**src/rtl/pipe_stage_reg.sv**
```systemverilog
// Elastic pipeline-stage register: main + skid buffer, registered in_ready, synchronous flush.
// Define PIPE_STAGE_PERF_EN to build the saturating stall/bubble performance counters.
module pipe_stage_reg #(
    parameter int CTRL_W   = 8,
    parameter int DATA_W   = 128,
    parameter int CLR_DATA = 0
) (
    input  logic              clk,
    input  logic              rstn,
    input  logic              flush,
    input  logic              in_valid,
    output logic              in_ready,
    input  logic [CTRL_W-1:0] in_ctrl,
    input  logic [DATA_W-1:0] in_data,
    output logic              out_valid,
    input  logic              out_ready,
    output logic [CTRL_W-1:0] out_ctrl,
    output logic [DATA_W-1:0] out_data,
    output logic [1:0]        occupancy,
    output logic [31:0]       stall_cnt,
    output logic [31:0]       bubble_cnt
);

    logic              main_valid;
    logic              skid_valid;
    logic              in_ready_q;
    logic [CTRL_W-1:0] main_ctrl;
    logic [CTRL_W-1:0] skid_ctrl;
    logic [DATA_W-1:0] main_data;
    logic [DATA_W-1:0] skid_data;

    logic in_fire;
    logic out_fire;
    logic main_load;
    logic main_take_skid;
    logic main_take_in;
    logic skid_load;
    logic main_valid_next;
    logic skid_valid_next;

    // The skid entry is always older than anything arriving upstream, so it refills main first.
    always_comb begin
        in_fire         = in_valid & in_ready_q;
        out_fire        = main_valid & out_ready;
        main_load       = ~main_valid | out_fire;
        main_take_skid  = main_load & skid_valid;
        main_take_in    = main_load & ~skid_valid & in_fire;
        skid_load       = in_fire & main_valid & ~out_fire;
        main_valid_next = main_load ? (skid_valid | in_fire) : 1'b1;
        skid_valid_next = skid_load | (skid_valid & ~main_load);
    end

    always_ff @(posedge clk) begin
        if (!rstn || flush) begin
            main_valid <= 1'b0;
            skid_valid <= 1'b0;
            in_ready_q <= 1'b1;
            main_ctrl  <= '0;
            skid_ctrl  <= '0;
        end else begin
            main_valid <= main_valid_next;
            skid_valid <= skid_valid_next;
            in_ready_q <= ~skid_valid_next;
            if (main_take_skid)
                main_ctrl <= skid_ctrl;
            else if (main_take_in)
                main_ctrl <= in_ctrl;
            if (skid_load)
                skid_ctrl <= in_ctrl;
        end
    end

    // Payload only needs clearing when CLR_DATA asks for it; otherwise it is a plain enable register.
    always_ff @(posedge clk) begin
        if (!rstn || flush) begin
            if (CLR_DATA != 0) begin
                main_data <= '0;
                skid_data <= '0;
            end
        end else begin
            if (main_take_skid)
                main_data <= skid_data;
            else if (main_take_in)
                main_data <= in_data;
            if (skid_load)
                skid_data <= in_data;
        end
    end

    assign in_ready  = in_ready_q;
    assign out_valid = main_valid;
    assign out_ctrl  = main_valid ? main_ctrl : '0;
    assign out_data  = main_data;
    assign occupancy = {1'b0, main_valid} + {1'b0, skid_valid};

`ifdef PIPE_STAGE_PERF_EN
    logic [31:0] stall_q;
    logic [31:0] bubble_q;

    // Counters survive flush on purpose; only reset clears them.
    always_ff @(posedge clk) begin
        if (!rstn) begin
            stall_q  <= '0;
            bubble_q <= '0;
        end else begin
            if (main_valid && !out_ready && (stall_q != 32'hFFFF_FFFF))
                stall_q <= stall_q + 32'd1;
            if (!main_valid && (bubble_q != 32'hFFFF_FFFF))
                bubble_q <= bubble_q + 32'd1;
        end
    end

    assign stall_cnt  = stall_q;
    assign bubble_cnt = bubble_q;
`else
    assign stall_cnt  = '0;
    assign bubble_cnt = '0;
`endif

endmodule

```
**config.mk**
```make
export PLATFORM = sky130hd
export DESIGN_NAME = pipe_stage_reg
export DESIGN_NICKNAME = d
export VERILOG_FILES = /design/src/rtl/pipe_stage_reg.sv
export SDC_FILE = /design/constraint.sdc
export NUM_CORES = 1
export LEC_CHECK = 0
export BUFFER_PORTS_ARGS = -buffer_cell sky130_fd_sc_hd__buf_4
export CAP_MARGIN = 10
export CORE_MARGIN = 2
export CORE_UTILIZATION = 40
export CTS_BUF_LIST = sky130_fd_sc_hd__clkbuf_16
export CTS_CLUSTER_SIZE = 25
export DETAILED_ROUTE_END_ITERATION = 10
export SLEW_MARGIN = 40
export SYNTH_ARGS = -nofsm -noshare
export SYNTH_HDL_FRONTEND = slang
export SYNTH_SLANG_ARGS = --single-unit
```
**constraint.sdc**
```tcl
create_clock -name clk -period 24.1 [get_ports clk]
set_input_delay 4.82 -clock clk [delete_from_list [all_inputs] [get_ports clk]]
set_output_delay 4.82 -clock clk [all_outputs]
set_load 0.05 [all_outputs]
```
# Word level (Yosys, flattened, before mapping)
# Cells that the tools add are included.
op_classes:
  add_sub_neg: 1
  muxes: 6
  bitwise: 17
  reduce_logical: 5
op_table:
  columns: ["operator", "n"]
  rows:
  - ["$mux W128", 2]
  - ["$mux W8", 3]
  - ["$and A1 B1 Y1", 8]
  - ["$not A1 Y1", 6]
  - ["$reduce_and A2 Y1", 2]
  - ["$or A1 B1 Y1", 3]
  - ["$add A1 B1 Y2", 1]
  - ["$reduce_bool A2 Y1", 1]
  - ["$logic_not A1 Y1", 1]
  - ["$logic_or A1 B1 Y1", 1]
  - ["$mux W1", 1]
totals:
  ff_bits: 275
  out_inout_bits: 204
  wordCells: 36

# Depth between registers and ports, before layout
# Gate-level depths: netlist of the first run.
depth:
  word_depth: 6
  depth_mapped: 5

# Worst setup path before layout of the first run
# Ideal clock, no wire load.
synth_path:
  kind: "input port to flip-flop"
  start: "input flush"
  end: "register main_data[0] (netlist: out_data[0]), enable pin"
  setup_time_ns: 0.771
  arrival_time_ns: 13.906
  setup_slack_ns: 9.423
  cell_stages: 3
  path_cell_list: "nand2b_1 > clkbuf_1 > nor3_1"
synth_via:
  elab_chain_cells: 3
synth_rtl:
  columns: ["item", "line_no", "text"]
  rows:
  - ["start: declaration", "10", "input logic flush,"]
  - ["$logic_or A1 B1 Y1", "75", "if (!rstn || flush) begin"]
  - ["$not A1 Y1 (no source line)", null, null]
  - ["$reduce_and A2 Y1 (no source line)", null, null]
  - ["end signal: assignment", "82", "main_data <= skid_data;"]
  - ["end signal: assignment", "84", "main_data <= in_data;"]
  - ["end: declaration", "29", "logic [DATA_W-1:0] main_data;"]
# Every way passes these cells.
# A chain may end at the register's enable or synchronous reset.

# Worst setup path in the final report of the first run
layout_path:
  start: "input out_ready"
  end: "register main_data[125] (netlist: out_data[125]) (data pin)"
layout_via:
  elab_chain_cells: 4
layout_rtl:
  columns: ["item", "line_no", "text"]
  rows:
  - ["start: declaration", "16", "input logic out_ready,"]
  - ["$and A1 B1 Y1", "44", "out_fire = main_valid & out_ready;"]
  - ["$or A1 B1 Y1", "45", "main_load = ~main_valid | out_fire;"]
  - ["$and A1 B1 Y1", "46", "main_take_skid = main_load & skid_valid;"]
  - ["$mux W128", "81", "if (main_take_skid)"]
# Every way passes these cells.

==> key figures, run 1 <==
Place
  • Post-DP HPWL: ~14 mm
  • PortBufs: 280
  • RePlAce Congestion: 0.796

Setup path
  • Crit path from: out_ready
  • Worst path bufs/invs: 3
  • Crit path DAT: approximately 7 ns
  • Worst Path Max Fanout: 54
  • Startpoint types: input pin
  • Worst r2r src: out_valid$_SDFF_PP0_
  • Top delay family on crit path: buffers and inverters
  • FF-to-FF setup slack: 21.04 ns
  • Worst path max stage delay: 0.60 ns
  • CP cell instances: buf_4 > nand2b_1 > nand2_8 > buf_16 > buf_6 > mux2_2
  • Crit path kind: in2reg
  • CP max stage cell: buf_6
  • CP endpoint kind: flip-flop
  • Critical path required time: 24.38 ns

Timing
  • Setup-failing EPs final: 0
  • Hold Slack: about 0.46 ns
  • FMAX: 145 MHz
  • Final hold violations: 0
  • Clock Skew: 0.00937 ns
  • TNS Setup: 0 ns
  • Fin. max-slew vios: 0
  • Final period utilization: between 20% and 30%
  • Slew HR: between 40% and 50%
  • Worst-Margin Slew: a little under 0.8 ns
  • Final min period: 6.91 ns
  • RSZ-0062 raised after global routing: false

Layout
  • Area growth syn-to-layout: 26.8%
  • Layout cells sized above 1: 52.2%
  • Final Util: about half
  • Fin nets: 997

Logic synthesis
  • Average size of a mapped cell: 19.9 um^2
  • Post-synth ARST share: 0%
  • Top cell type's share of synthesized area: 68.9%
  • Top FF cell, synth: edfxtp_1
  • Syn Inst Count: 559
  • Synth top cells by count: 256 x edfxtp_1, 120 x mux2_4, 65 x buf_4
  • Post-Syn Area: 0.0112 mm^2
  • Register area share after synthesis: roughly 72%
  • Post-synth top area cell: edfxtp_1
  • Synth warn: 0
  • Count leader, synth: edfxtp_1
  • Post-synth EDFFs: 256
  • Synth cell types: 28
  • FF+latch count, synth: roughly 280
  • Synth area leaders: edfxtp_1 69%, mux2_4 16%, buf_4 4.4%

Global routing
  • First-pass GRT wire length: 30.6 mm
  • Initial antenna violation count: 1
  • Tot GR Track Use: a little over an eighth
  • Number of global-route vias before repair: 5308
  • Total congestion overflow: 0
  • Largest net degree at the start of global routing: 81

Floorplanning
  • Die Wd: 171 um
  • Die area: 0.0292 mm^2
  • Die Span Y: between 150 and 200 um
  • Starting Density: just over 40%
  • Core area: 0.0276 mm^2
  • # rows: 61
  • I/O pin total: 345

Clock network
  • TritonCTS clock tree: yes
  • Setup Fix Bufs, Post-CTS: 0
  • Post-CTS Hold Buffers: 0
  • Root buffer cell: clkbuf_16
  • Total CTS buffers: 29
  • Htree depth: 1
  • Clock slew at reported path FFs: 0.06 ns
  • # resized after CTS: 0
  • CTS max path bufs: 3
  • Worst skew pair latency: 0.53 ns
  • Clk sink count: 275

Run status
  • Status: complete, no violations

Detailed routing
  • Total wire length: 21.6 mm
  • DR pass1 iterations: 4
  • # DRC: 0
  • Wire per inst: 17.1 um
  • Vias: 5535
  • Vias per cell: 4.40
  • Post-route ant nets: 0
  • DRT iter0 DRCs: 283

Run
  • Maxcap violations: 0

Power
  • Lkg Pwr: 5.85 nW
  • PD cells: between 70 and 80 mW/mm^2
  • Max IR drop VDD: 51.6 uV

Worst hold path
  • Hold Crit Class: reg2reg
  • Hold path start: skid_ctrl[4]$_SDFFE_PP0P_
## logic make-up (layout without fill, tap and decap cells)
logic type | count (synthesis) | in the layout | share of synthesized area [%]
compound gates | 27 | 27 | 1.41
flops | 275 | 275 | 72.3
simple gates | 34 | 34 | 1.58
fa+ha+maj | 1 | 1 | 0.112
mux | 136 | 136 | 17.7
other cells | 1 | 66 | 0.0336
buf+inv | 85 | 340 | 6.83
## metal layers
| layer | global-route usage, % | part of all wire (%) | up-vias |
|---|---|---|---|
| met5 | 0 | 0 | - |
| met4 | 3.76 | 1.8 | 0 |
| met3 | 3.96 | 9.4 | 32 |
| met2 | 21.8 | 46 | 249 |
| met1 | 18.5 | 43 | 2651 |
| li1 | - | - | 2603 |
## where the power goes
| group | switching (mW) | internal [mW] |
|---|---|---|
| combinational | 0.0636 | 0.0382 |
| clock | 0.173 | 0.216 |
| sequential | 0.00281 | 0.531 |
| total | 0.240 | 0.786 |
## stage by stage
stage	setup slack, ns	std cells	area [um^2]	total power, mW
after global routing	17.07	1255	14100	1.06
after floorplan	9.42	622	11400	0.621
after global placement	16.40	1201	13300	0.646
after detailed placement	16.63	1201	13300	0.647
final	17.19	1257	14100	1.03
after CTS	17.19	1254	14100	1.04
## layout make-up
cell class / instances / area, um^2
Tap cell: 378 / 473
Clock inverter: 24 / 103
Fill cell: 2325 / 13500
Sequential cell: 275 / 8070
Timing Repair Buffer: 286 / 2180
Antenna cell: 2 / 5.00
Multi-Input combinational cell: 262 / 2590
Clock buffer: 29 / 726
Inverter: 1 / 3.75
## registers in the layout, indices dropped and copies added (netlist names)
register    cells
main_ctrl       8
in_ready        1
skid_valid      1
skid_ctrl       8
out_valid       1
out_data      128
skid_data     128
## final timing paths
check,depth (start not counted),end
worst max-delay path,6,out_data[125]$_DFFE_PP_
worst min-delay path,2,skid_ctrl[4]$_SDFFE_PP0P_
worst max register to register,5,out_data[125]$_DFFE_PP_
worst min register to register,2,skid_ctrl[4]$_SDFFE_PP0P_
## worst reg2reg max path, delay by kind of cell, from the launching register on
| kind | cells | cell delay, ns |
|---|---|---|
| and+or+nand+nor | 2 | 0.78 |
| buffers and inverters | 2 | 1.02 |
| DFF | 1 | 0.54 |
| muxes | 1 | 0.46 |
## cell usage in the layout (no fill, tap or decap), types with 2 or more instances in the layout
cell | netlist | layout
a21oi_1 | 18 | 18
diode_2 | 0 | 2
dfxtp_1 | 19 | 19
mux2_2 | 8 | 8
nand2_1 | 16 | 16
clkinv_2 | 0 | 10
inv_1 | 1 | 9
a211oi_1 | 8 | 8
mux2_4 | 120 | 120
edfxtp_1 | 256 | 256
and2_1 | 8 | 8
conb_1 | 1 | 64
buf_4 | 65 | 282
clkinv_1 | 0 | 6
buf_6 | 3 | 3
mux2i_1 | 8 | 8
clkbuf_16 | 0 | 29
No activity file was read; power rests on OpenSTA's default activity.
==> run 2, diff against run 1 <==
clock period = 7.2 ns   (was 24.1 ns; I/O delays follow)
==> run 2 against run 1 <==
Net effect:
- final cell count did not move
- combinational power grew to 3.4 times the previous value
- wire length up 1.3%
- first-iteration DRC count grew 26%
- clock skew rose by 0.0023 ns
- highest routed layer unchanged
- hold slack about the same
- die area stayed put
==> key figures, run 2 (synthesis results as in run 1) <==
Run status
  • Status: complete, no violations

Detailed routing
  • DR pass1 iterations: 4 (unchanged)
  • Total wire length: 21.8 mm (+1.3%)
  • DRT iter0 DRCs: 357 (+26%)
  • # DRC: 0 (unchanged)
  • Vias per cell: 4.36 (-0.96%)
  • Wire per inst: 17.4 um (+1.3%)
  • Post-route ant nets: 0 (unchanged)
  • Vias: 5482 (-0.96%)

Clock network
  • Total CTS buffers: 29 (unchanged)
  • Post-CTS Hold Buffers: 0 (unchanged)
  • Worst skew pair latency: 0.54 ns (about the same)
  • Root buffer cell: clkbuf_16
  • # resized after CTS: 0 (unchanged)
  • Setup Fix Bufs, Post-CTS: 0 (unchanged)
  • Clock slew at reported path FFs: 0.06 ns (about the same)
  • CTS max path bufs: 3 (unchanged)
  • Clk sink count: 275 (unchanged)
  • TritonCTS clock tree: yes
  • Htree depth: 1 (unchanged)

Power
  • Clock power frac: 42.3% (+4.3 points)
  • Net Switching: 0.837 mW (+250%)
  • Sw frac: 22.7% (-0.70 points)
  • Max IR drop VDD: 149 uV (+190%)
  • PD cells: 257 mW/mm^2 (+250%)
  • Lkg Pwr: 5.91 nW (+1.0%)
  • Total power: 3.69 mW (+260%)
  • Pint: 2.85 mW (+260%)
  • Combinational share of power: 9.3% (-0.6 points)
  • Seq pwr share: 48.4% (-3.7 points)

Layout
  • ANT cells: 0 (-2)
  • Commonest non-fill, non-tap cells in the layout: 282 x buf_4, 256 x edfxtp_1, 120 x mux2_4
  • Commonest non-fill, non-tap cell in the layout: buf_4
  • Fin nets: 998 (+0.10%)
  • Filler Cells Inserted: 2354 (+1.2%)
  • Register area: 0.00807 mm^2 (unchanged)
  • Final Util: 51.9% (+0.72 points)
  • Multi-input logic area: 0.00259 mm^2 (+0.24%)
  • Area growth syn-to-layout: 28.6%
  • Fin cells: 1257 (unchanged)
  • Layout cells sized above 1: 52.9% (+0.68 points)

Timing
  • Slew HR: 47.9% (+0.21 points)
  • Setup slack after layout: 3.86 ns (-13.33 ns)
  • Fin. max-slew vios: 0 (unchanged)
  • Final hold violations: 0 (unchanged)
  • RSZ-0062 raised after global routing: false
  • Setup-failing EPs final: 0 (unchanged)
  • Worst-Margin Slew: 0.782 ns (-0.00321 ns)
  • Final min period: around 3.3 ns
  • TNS Setup: 0 ns (unchanged)
  • Final period utilization: 46.4%
  • Clock Skew: 0.0117 ns (+0.00233 ns)
  • FMAX: 299 MHz

Setup path
  • CP max stage cell: dfxtp_1
  • Critical path required time: 5.76 ns (-18.62 ns)
  • Startpoint types: flip-flop
  • Worst r2r src: out_valid$_SDFF_PP0_
  • Top delay family on crit path: flip-flops
  • Worst path bufs/invs: 1 (-2)
  • Reg2Reg Depth: 5 (unchanged)
  • CP cell instances: ha_1 > buf_4
  • Crit path kind: reg2out
  • Worst path max stage delay: 0.81 ns (+0.21 ns)
  • CP endpoint kind: primary output
  • RR Endpoint: out_data[17]$_DFFE_PP_
  • FF-to-FF setup slack: 4.53 ns (-16.51 ns)
  • Crit path DAT: 1.90 ns (-5.29 ns)
  • Worst Path Max Fanout: 12 (-78%)

Floorplanning
  • Die area: 0.0292 mm^2 (unchanged)
  • # rows: 61 (unchanged)
  • Die Span Y: 171 um (unchanged)
  • Die Wd: 171 um (unchanged)
  • Core area: 0.0276 mm^2 (unchanged)
  • Starting Density: 40.4% (unchanged)
  • I/O pin total: 345 (unchanged)

Worst hold path
  • Hold Path Stages: 2 (unchanged)
  • Hold worst-path end: skid_ctrl[7]$_SDFFE_PP0P_
  • Hold path start: skid_ctrl[7]$_SDFFE_PP0P_
  • Hold Crit Class: reg2reg

Place
  • Placed Cells: 1203 (+0.17%)
  • RePlAce Congestion: 0.796 (about the same)
  • Post-DP HPWL: 14.6 mm (+1.7%)
  • PortBufs: 280 (unchanged)
  • Pre-CTS setup slack: 3.54 ns (-13.09 ns)

Global routing
  • Tot GR Track Use: 13.9% (+0.21 points)
  • Initial antenna violation count: 0 (-1)
  • Largest net degree at the start of global routing: 80 (-1.2%)
  • Total congestion overflow: 0 (unchanged)
  • First-pass GRT wire length: 31.2 mm (+2.0%)
  • Number of global-route vias before repair: 5251 (-1.1%)

Run
  • Maxcap violations: 0 (unchanged)
-- run 2: changes by cell type in the layout (fill, tap and decap cells not counted), sizes merged --
cell and delta:
bufinv +6, inv -5, diode -2, buf +1, clkinv -1, clkinvlp +1
-- run 2: power groups by stage --
stage / registers [mW] / logic [mW] / clock network, mW
after global placement: 1.82 / 0.342 / 0
after detailed placement: 1.82 / 0.345 / 0
after global routing: 1.79 / 0.360 / 1.67
final: 1.79 / 0.343 / 1.56
after floorplan: 1.89 / 0.181 / 0
after CTS: 1.79 / 0.345 / 1.61
-- run 2: worst max-delay path by stage --
stage | startpoint | to | slack, ns | depth (start not counted)
3_5_place_dp | out_ready | out_data[36]$_DFFE_PP_ | 3.54 | 6
3_3_place_gp | out_ready | out_data[19]$_DFFE_PP_ | 3.08 | 5
4_1_cts | skid_valid$_SDFF_PP0_ | occupancy[0] | 3.84 | 2
6_report | skid_valid$_SDFF_PP0_ | occupancy[0] | 3.86 | 2
2_1_floorplan | flush | skid_data[0]$_DFFE_PP_ | 1.41 | 4
5_1_grt | skid_valid$_SDFF_PP0_ | occupancy[0] | 3.79 | 2
-- run 2: metal layers --
metal  up-vias  global-route usage, %  routed length (um)
li1       2589                      -                   -
met1      2596                   19.2                9450
met2       266                   21.5                9790
met3        31                   4.07                2120
met4         0                   4.20                 471
met5         -                      0                   0
-- run 2: per-stage QoR --
step           cell area (um^2)  hold slack (ns)
6_report                  14300            0.456
5_1_grt                   14300            0.480
4_1_cts                   14300            0.458
3_5_place_dp              13300            0.449
3_3_place_gp              13300            0.442
2_1_floorplan             11400            0.436
-- run 2: worst register-to-register path, stage by stage, from the launching register on --
cell      delay, ns
dfxtp_1        0.58
nand2b_1       0.42
nand2_8        0.22
buf_16         0.28
buf_4          0.56
mux2_4         0.36
-- run 2: layout make-up --
class                   instances  share of cell area, %
clock buffers                  29                   5.06
multi-input cells             262                   18.1
repair buffers                287                   15.4
inverters                       1                 0.0262
clock inverters                25                   1.91
flip-flops and latches        275                   56.2
well taps                     378                   3.30
==> run 3, diff against run 2 <==
PLACE_DENSITY = 0.67   (was unset)
clock period = 2.9 ns   (was 7.2 ns; I/O delays follow)
==> run 3 against run 2 <==
Net effect:
- sequential share of layout area down 0.18 points
- power up 140%
- wire length up 0.81%
- die area unchanged
- critical path depth unchanged
- critical endpoint unchanged
- highest routed layer unchanged
==> key figures, run 3 (synthesis results as in run 1) <==
Run status
  • Status: complete, no violations

Timing
  • Final hold violations: 0 (unchanged)
  • Final period utilization: between 70% and 80%
  • Fin. max-slew vios: 0 (unchanged)
  • Worst-Margin Slew: 0.536 ns (-0.246 ns)
  • RSZ-0062 raised after global routing: false
  • TNS Setup: 0 ns (unchanged)
  • Clock Skew: 0.00606 ns (-0.00564 ns)
  • Slew HR: 64.2% (+16 points)
  • Setup-failing EPs final: 0 (unchanged)
  • Final min period: 2.24 ns
  • FMAX: 446 MHz
  • Hold Slack: 0.232 ns (-0.224 ns)
  • Setup slack after layout: 0.658 ns (-3.20 ns)

Detailed routing
  • Total wire length: 22.0 mm (+0.81%)
  • Wire per inst: 17.4 um (+0.33%)
  • DR pass1 iterations: 4 (unchanged)
  • # DRC: 0 (unchanged)
  • DRT iter0 DRCs: 393 (+10%)
  • Post-route ant nets: 0 (unchanged)
  • Vias: 5661 (+3.3%)
  • Vias per cell: 4.48 (+2.8%)

Clock network
  • Total CTS buffers: 29 (unchanged)
  • Post-CTS Hold Buffers: 0 (unchanged)
  • # resized after CTS: 0 (unchanged)
  • Clock slew at reported path FFs: 0.06 ns (about the same)
  • TritonCTS clock tree: yes
  • Htree depth: 1 (unchanged)
  • Clk sink count: 275 (unchanged)
  • Setup Fix Bufs, Post-CTS: 0 (unchanged)
  • CTS max path bufs: 3 (unchanged)
  • Root buffer cell: clkbuf_16
  • Worst skew pair latency: 0.53 ns (about the same)

Setup path
  • Worst Path Max Fanout: 7 (-5)
  • Crit path DAT: 1.66 ns (-0.24 ns)
  • Crit path from: skid_valid$_SDFF_PP0_
  • Worst r2r src: out_valid$_SDFF_PP0_
  • Critical path required time: 2.32 ns (-3.44 ns)
  • Crit path kind: reg2out
  • Startpoint types: flip-flop
  • CP endpoint kind: primary output

Floorplanning
  • Starting Density: 40.4% (unchanged)
  • Die area: 0.0292 mm^2 (unchanged)
  • Core area: 0.0276 mm^2 (unchanged)
  • Die Span Y: 171 um (unchanged)
  • I/O pin total: 345 (unchanged)
  • Die Wd: 171 um (unchanged)
  • # rows: 61 (unchanged)

Power
  • Total power: 8.95 mW (+140%)
  • Max IR drop VDD: 418 uV (+180%)
  • PD cells: 622 mW/mm^2 (+140%)
  • Lkg Pwr: 5.93 nW (+0.36%)

Layout
  • Commonest non-fill, non-tap cell in the layout: buf_4
  • Fin nets: 1004 (+0.60%)
  • Fin cells: 1263 (+0.48%)
  • Commonest non-fill, non-tap cells in the layout: 285 x buf_4, 256 x edfxtp_1, 120 x mux2_4
  • Area growth syn-to-layout: 29.1%
  • Filler Cells Inserted: 2276 (-3.3%)
  • Layout cells sized above 1: 53.1% (+0.15 points)

Global routing
  • Initial antenna violation count: 2 (+2)
  • Largest net degree at the start of global routing: 81 (+1.3%)
  • Total congestion overflow: 0 (unchanged)
  • Number of global-route vias before repair: 5447 (+3.7%)
  • First-pass GRT wire length: 31.6 mm (+1.2%)
  • Tot GR Track Use: 14.1% (+0.15 points)

Place
  • Pre-CTS setup slack: 0.490 ns (-3.05 ns)
  • PortBufs: 280 (unchanged)
  • RePlAce Congestion: 0.774 (-2.7%)
  • Post-DP HPWL: 15.2 mm (+4.0%)
  • Placed Cells: 1209 (+0.50%)

Worst hold path
  • Hold path start: in_data[112]
  • Hold Crit Class: in2reg

Run
  • Maxcap violations: 0 (unchanged)
[run 3: cell types whose count changed in the layout (fill, tap and decap cells not counted), sizes merged]
cell	before	now
buf	287	293
clkinv	15	16
diode	0	1
bufinv	6	4
[run 3: power by group]
group	switching, mW	internal, mW	total [mW]
registers	0.0248	4.41	4.44
clock network	1.48	2.17	3.65
logic	0.534	0.323	0.857
total	2.04	6.91	8.95
[run 3: metal layers]
layer	GRT usage, %	part of all wire, %	vias up
li1	-	-	2614
met1	18.2	40	2731
met2	22.8	47	274
met3	4.00	10	42
met4	4.83	2.4	0
met5	0	0	-
[run 3: critical path, cell delays in order (launching register included)]
cell     delay [ns]
dfxtp_1        0.62
ha_1           0.32
buf_4          0.19
[run 3: final timing paths]
check	to	slack [ns]	cells after the start
worst max-delay path	occupancy[0]	0.66	2
worst min-delay path	skid_data[112]$_DFFE_PP_	0.23	1
worst max register to register	out_data[73]$_DFFE_PP_	0.85	4
worst min register to register	skid_ctrl[2]$_SDFFE_PP0P_	0.45	2
[run 3: cell type report]
type / instances / area (um^2) / share of cell area (%)
antenna: 1 / 2.50 / 0.0174
clock buffer: 29 / 726 / 5.04
clock inverter: 24 / 221 / 1.54
inverter: 1 / 3.75 / 0.0261
multi-input combinational: 262 / 2600 / 18.0
sequential: 275 / 8070 / 56.1
tap: 378 / 473 / 3.28
timing repair buffer: 293 / 2300 / 16.0
[run 3: metrics by stage]
| step | instance area, um^2 | util [%] |
|---|---|---|
| after CTS | 14400 | 52.1 |
| after global placement | 13400 | 48.7 |
| final | 14400 | 52.1 |
| after floorplan | 11400 | - |
| after detailed placement | 13400 | 48.7 |
| after global routing | 14400 | 52.1 |
